`src/rtl/mem_responder_pkg.sv`:
```
// ----------------------------------------------------------------------------
// mem_responder_pkg
//   Shared types and constants for the memory responder.
//   - state_t       : responder FSM states (IDLE / WAIT / RESP)
//   - LATENCY_MIN/MAX: legal range of the LATENCY parameter
//   - CNT_W         : width of the latency down-counter
//   - latency_load(): counter preload value for a given latency
// ----------------------------------------------------------------------------
package mem_responder_pkg;

  typedef enum logic [1:0] {
    IDLE = 2'd0,
    WAIT = 2'd1,
    RESP = 2'd2
  } state_t;

  localparam int LATENCY_MIN = 1;
  localparam int LATENCY_MAX = 15;
  localparam int CNT_W       = 4;

  // The counter holds the number of cycles still to spend in WAIT, so it is
  // preloaded with LATENCY-1 (at most 14, never wraps).
  function automatic logic [CNT_W-1:0] latency_load(input int latency);
    return CNT_W'(latency - 1);
  endfunction

endpackage

```
`src/rtl/mem_array.sv`:
```
// ----------------------------------------------------------------------------
// mem_array
//   Single-port word array, n bits x 2**DEPTH_LOG2 words. Writes are
//   synchronous; the read port is combinational so the responder can capture
//   read data into its own response register at the commit edge. Contents are
//   not reset.
// Ports
//   clk   in  1           clock, rising edge
//   we    in  1           write enable
//   addr  in  DEPTH_LOG2  word index
//   wdata in  n           write data
//   rdata out n           data at addr
// ----------------------------------------------------------------------------
module mem_array
  import mem_responder_pkg::*;
#(
  parameter int n          = 16,
  parameter int DEPTH_LOG2 = 8
) (
  input  logic                  clk,
  input  logic                  we,
  input  logic [DEPTH_LOG2-1:0] addr,
  input  logic [n-1:0]          wdata,
  output logic [n-1:0]          rdata
);

  logic [n-1:0] mem [0:(1<<DEPTH_LOG2)-1];

  always_ff @(posedge clk) begin
    if (we) begin
      mem[addr] <= wdata;
    end
  end

  assign rdata = mem[addr];

endmodule

```
`src/rtl/mem_responder.sv`:
```
// ----------------------------------------------------------------------------
// mem_responder
//   Memory-side responder for the 16-bit datapath. Accepts one fetch/load/
//   store request at a time over valid/ready and answers after LATENCY cycles
//   with read data or a write acknowledge. Gives the multi-cycle core a slow
//   memory to stall on.
//
//   Optional feature, macro MEM_ERR_EN: misaligned (addr[0]=1) or out-of-range
//   (addr[n-1:DEPTH_LOG2+1]!=0) requests return rsp_err=1, rsp_rdata=0 and
//   suppress the write. Without it those address bits are ignored (aliasing
//   modulo depth) and rsp_err is always 0.
//
// Parameters
//   n           data/address width
//   DEPTH_LOG2  log2 of array depth in words
//   LATENCY     accept-to-response latency, 1..15
// Ports
//   clk        in   1  clock, rising edge
//   reset      in   1  asynchronous, active-high
//   req_valid  in   1  request present
//   req_ready  out  1  responder can accept (IDLE)
//   req_we     in   1  1 = write, 0 = read
//   req_addr   in   n  byte address; word index = req_addr[DEPTH_LOG2:1]
//   req_wdata  in   n  write data
//   rsp_valid  out  1  response present
//   rsp_ready  in   1  requester accepts response
//   rsp_rdata  out  n  read data, 0 for write responses
//   rsp_err    out  1  error flag
//   busy       out  1  transaction outstanding
//
//   state | meaning
//   IDLE  | waiting for a request, req_ready=1
//   WAIT  | request latched, latency counter running
//   RESP  | response presented until rsp_ready
// ----------------------------------------------------------------------------
module mem_responder
  import mem_responder_pkg::*;
#(
  parameter int n          = 16,
  parameter int DEPTH_LOG2 = 8,
  parameter int LATENCY    = 2
) (
  input  logic         clk,
  input  logic         reset,
  input  logic         req_valid,
  output logic         req_ready,
  input  logic         req_we,
  input  logic [n-1:0] req_addr,
  input  logic [n-1:0] req_wdata,
  output logic         rsp_valid,
  input  logic         rsp_ready,
  output logic [n-1:0] rsp_rdata,
  output logic         rsp_err,
  output logic         busy
);

  localparam logic [CNT_W-1:0] CNT_LOAD = latency_load(LATENCY);

  state_t               state;
  logic [CNT_W-1:0]     cnt;
  logic                 we_q;
  logic [n-1:0]         addr_q;
  logic [n-1:0]         wdata_q;

  logic                 accept;
  logic                 commit;
  logic                 c_we;
  logic [n-1:0]         c_addr;
  logic [n-1:0]         c_wdata;
  logic                 c_err;
  logic [DEPTH_LOG2-1:0] word_idx;
  logic [n-1:0]         arr_rdata;
  logic                 arr_we;

  assign accept = (state == IDLE) && req_valid && req_ready;

  // With LATENCY==1 the commit happens on the accept edge itself, so the
  // array is driven straight from the request inputs; otherwise from the
  // latched copy at the last WAIT edge (counter about to reach 0).
  assign commit = (LATENCY == 1) ? accept
                                 : ((state == WAIT) && (cnt == CNT_W'(1)));

  assign c_we    = (state == IDLE) ? req_we    : we_q;
  assign c_addr  = (state == IDLE) ? req_addr  : addr_q;
  assign c_wdata = (state == IDLE) ? req_wdata : wdata_q;

  assign word_idx = c_addr[DEPTH_LOG2:1];

`ifdef MEM_ERR_EN
  assign c_err = c_addr[0] | (|c_addr[n-1:DEPTH_LOG2+1]);
`else
  // Alignment and range bits are don't-care in the aliasing build.
  logic unused_addr_bits;
  assign unused_addr_bits = ^{c_addr[n-1:DEPTH_LOG2+1], c_addr[0]};
  assign c_err = 1'b0;
`endif

  // An uncommitted write never reaches the array, so a reset during WAIT
  // leaves the contents untouched.
  assign arr_we = commit && c_we && !c_err;

  mem_array #(
    .n          (n),
    .DEPTH_LOG2 (DEPTH_LOG2)
  ) u_mem_array (
    .clk   (clk),
    .we    (arr_we),
    .addr  (word_idx),
    .wdata (c_wdata),
    .rdata (arr_rdata)
  );

  always_ff @(posedge clk or posedge reset) begin
    if (reset) begin
      state     <= IDLE;
      req_ready <= 1'b1;
      rsp_valid <= 1'b0;
      rsp_rdata <= '0;
      rsp_err   <= 1'b0;
      busy      <= 1'b0;
      cnt       <= '0;
      we_q      <= 1'b0;
      addr_q    <= '0;
      wdata_q   <= '0;
    end else begin
      // Response payload only changes at commit, so it is stable in RESP.
      if (commit) begin
        rsp_rdata <= (c_we || c_err) ? '0 : arr_rdata;
        rsp_err   <= c_err;
      end

      unique case (state)
        IDLE: begin
          if (accept) begin
            we_q      <= req_we;
            addr_q    <= req_addr;
            wdata_q   <= req_wdata;
            cnt       <= CNT_LOAD;
            req_ready <= 1'b0;
            busy      <= 1'b1;
            if (LATENCY == 1) begin
              state     <= RESP;
              rsp_valid <= 1'b1;
            end else begin
              state <= WAIT;
            end
          end
        end
        WAIT: begin
          cnt <= cnt - 1'b1;
          if (commit) begin
            state     <= RESP;
            rsp_valid <= 1'b1;
          end
        end
        RESP: begin
          if (rsp_ready) begin
            state     <= IDLE;
            rsp_valid <= 1'b0;
            req_ready <= 1'b1;
            busy      <= 1'b0;
          end
        end
        default: begin
          state     <= IDLE;
          rsp_valid <= 1'b0;
          req_ready <= 1'b1;
          busy      <= 1'b0;
        end
      endcase
    end
  end

endmodule
```
`config.mk`:
```
export PLATFORM = sky130hd
export DESIGN_NAME = mem_responder
export DESIGN_NICKNAME = d
export VERILOG_FILES = /design/src/rtl/mem_responder_pkg.sv /design/src/rtl/mem_array.sv /design/src/rtl/mem_responder.sv
export SDC_FILE = /design/constraint.sdc
export NUM_CORES = 2
export LEC_CHECK = 0
export ABC_AREA = 0
export CORE_MARGIN = 5
export CORE_UTILIZATION = 57
export CTS_CLUSTER_SIZE = 20
export DETAILED_ROUTE_END_ITERATION = 8
export MAX_ROUTING_LAYER = met4
export PLACE_DENSITY = 0.75
export RECOVER_POWER = 50
export SLEW_MARGIN = 20
export SYNTH_ARGS = -nofsm -noshare
export SYNTH_HDL_FRONTEND = slang
export SYNTH_HIERARCHICAL = 1
export SYNTH_SLANG_ARGS = --single-unit
```
`constraint.sdc`:
```
create_clock -name clk -period 3.5 [get_ports clk]
set_input_delay 0.35 -clock clk [delete_from_list [all_inputs] [get_ports clk]]
set_output_delay 0.35 -clock clk [all_outputs]
set_load 0.01 [all_outputs]
```
==> reports/metrics.cfg <==
[run_status]
outcome = complete, but fails checks
failed_checks = max-capacitance violations, max-slew violations, negative setup slack

[routing]
drc = 0
wirelength_microns = 440000
wl_per_cell_microns = 36.4
ant_nets = 0
via_per_inst = 6.91
vias = 83500
drtPass1Iterations = 6
drtIter0Drc = 13700

[synth]
synth_ff_type = edfxtp_1
yosys_warnings = 6
synth-simple-area-share_pct = 1.02
synth_area_per_cell_sq_um = 22.9
synth_cell_types = 43
synth-seq-area-share_pct = 78.9
synth-compound-area-share_pct = 3.74
synth_nets = 6929
synth.ff_latch_count = 4146
syn_inst = 6890
synth_top_family_by_area = multiplexers
netlist_area_sq_um = 157000
synth.mux.area_fraction_pct = 15.0
synth_edf_count = 4096
synthAdderAreaFrac_pct = 0.0159
synth-xor-area-share_pct = 0.00556
async_flop_share_pct = 1.21

[worst_setup_path]
criticalPathCategory = flop to flop
critPathLaunchType = flop
reg2reg_depth = 13
cp_num_buf_inv = 4
max_stage_delay_ps = 520
crit_top_cell = buf_4
end_kind = flop
critical_path.top_delay_family = compound AO/OA/AOI/OAI gates
required_ps = 4310
cp.arrival_ps = 4680
worstSetupPathDepth = 13
crit_chain = nor2_4, buf_4, mux2_8, buf_12, buf_4, mux4_2, a22oi_1, a21oi_1, o41ai_2, buf_4, nand4_1, nand3_2, o2bb2ai_1
crit_slowest_cell = a22oi_1
critPathMaxFanout = 17

[final_layout]
mostFrequentLayoutCell = edfxtp_1
multiInputGateArea_sq_um = 33900
syn2layout_area_growth_pct = 20.4
nFillCells = 15600
nets = 8064
layout_common_cells = 4,096 x edfxtp_1, 1,024 x mux4_2, 714 x buf_4
regArea_sq_um = 124000
final_area_sq_um = 190000
drive_gt1_share_pct = 38.0
final_util_pct = 68.7

[clock_tree]
htree_levels = 5
cts_sinks = 4146
clkLatencyLatePin_ps = 1020
clockBufferDepth = 4
cts_buffers = 396
clk_pin_slew_ps = 60
cts_root_buffer = clkbuf_16
cts_tree = yes

[timing]
finalHoldViolations = 0
slew_viol_final = 83
rsz0062_at_grt = yes
fin_crit_sh_pct = 111
hold_slack_ps = 33.0
setup_viol = 16
relSlewSlack_pct = -12.4
fin_ws_ps = -371
finalSetupTns_ps = -4370
fin_crit_ps = 3870
clock_skew_ps = 88.2
fmax_ghz = 0.258
tightest_slew_ps = 1690

[floorplan]
core.rowCount = 193
dieHeight_microns = 536
initial_core_util_pct = 57.1
fp.dieW_microns = 536
core-area_sq_um = 276000
die_area_sq_um = 287000
io_pins = 57

[grt]
grt.overflow.total = 0
grt_max_degree = 148
grt_use_total_pct = 31.3
grt_antenna_before_repair = 18
grt_pass1_wl_microns = 622000
first_global_vias = 83500

[placement]
place_hpwl_microns = 249000
portBuffers = 47
placed_cell_area_sq_um = 174000
dp_slack_ps = -1060
gp_congestion = 0.883

[worst_hold_path]
worstHoldPathType = input port to flop
min_path_cells = 2

[run]
drv_cap = 3

[power]
power_density_nw_per_um2 = 770
vdd_ir_drop_max_mv = 0.762
power_leakage_uw = 0.0599

[flip-flops by register name (all words and copies together) (netlist names)]
signal / cells
u_mem_array/mem: 4096
busy: 1
rsp_rdata: 16
we_q: 1
addr_q: 8
rsp_valid: 1
req_ready: 1
state: 2
wdata_q: 16
cnt: 4
[stage by stage]
stage	total power, uW	cells
2_1_floorplan	81900	6890
3_3_place_gp	98400	11200
3_5_place_dp	99500	11200
4_1_cts	144000	12000
5_1_grt	150000	12100
6_report	146000	12100
[worst register-to-register path: cells and delay by family (launching register included)]
family	cells	cell delay [ps]
and+or+nand+nor	3	440
muxes	2	810
DFF	1	410
buffers and inverters	4	940
AOI/OAI and AO/OA	4	1160
[kinds of logic after synthesis]
| family | after synthesis |
|---|---|
| compound gates | 857 |
| xor+xnor | 1 |
| fa+ha+maj | 2 |
| buf+inv | 438 |
| flops | 4146 |
| mux | 1075 |
| other cells | 1 |
| simple gates | 370 |
[layout make-up]
cell class              instances  area share (%)
diodes                         21          0.0277
clock buffers                 471            5.41
clock inverters               261            1.43
inverters                       5         0.00990
multi-input cells            2308            17.9
flip-flops and latches       4146            65.5
well taps                    3705            2.45
repair buffers               1168            7.24
[layer usage]
metal | vias to the layer above | GRT usage [%] | share of wire [%]
met5 | - | - | 0
met4 | 0 | 15.6 | 6.4
met3 | 1339 | 6.48 | 12
met2 | 6818 | 47.5 | 48
met1 | 43400 | 41.2 | 33
li1 | 32000 | - | -
[cells in the mapped netlist, drive strengths merged, types with 32 or more instances]
library cell	count	share of area [%]
nor3	32	0.10
mux4	1024	15
buf	184	0.69
a21oi	258	0.82
edfxtp	4096	78
mux2	50	0.36
a22oi	512	2.4
dfrtp	49	0.78
nand2	32	0.078
clkbuf	249	0.59
o41ai	64	0.36
nor2	236	0.57
[report_power, final]
| part | leakage, uW | internal, uW | switching, uW |
|---|---|---|---|
| registers | 0.0375 | 60100 | 373 |
| clock network | 0.00628 | 24200 | 18800 |
| logic | 0.0162 | 16900 | 25600 |
| total | 0.0599 | 101000 | 44800 |
[worst paths after layout]
kind,start,end,slack [ps]
worst max-delay path,state[0]$_DFFE_PP0P_,rsp_rdata[3]$_DFFE_PP0P_,-370
worst min-delay path,rsp_ready,state[1]$_DFFE_PP0P_,30
worst max register to register,state[0]$_DFFE_PP0P_,rsp_rdata[3]$_DFFE_PP0P_,-370
worst min register to register,busy$_DFFE_PP0P_,busy$_DFFE_PP0P_,500
max in group asynchronous,reset,rsp_rdata[6]$_DFFE_PP0P_,680
min in group asynchronous,reset,addr_q[7]$_DFFE_PP0P_,890
[what timing repair did]
item	CTS	global route
hold buffers	5	0
hold endpoints to repair	32	0
setup buffers	37	33
setup endpoints to repair	249	202
resized for setup	225	151
pin swaps	52	59
gates cloned	9	3
(Power assumes the default switching activity.)
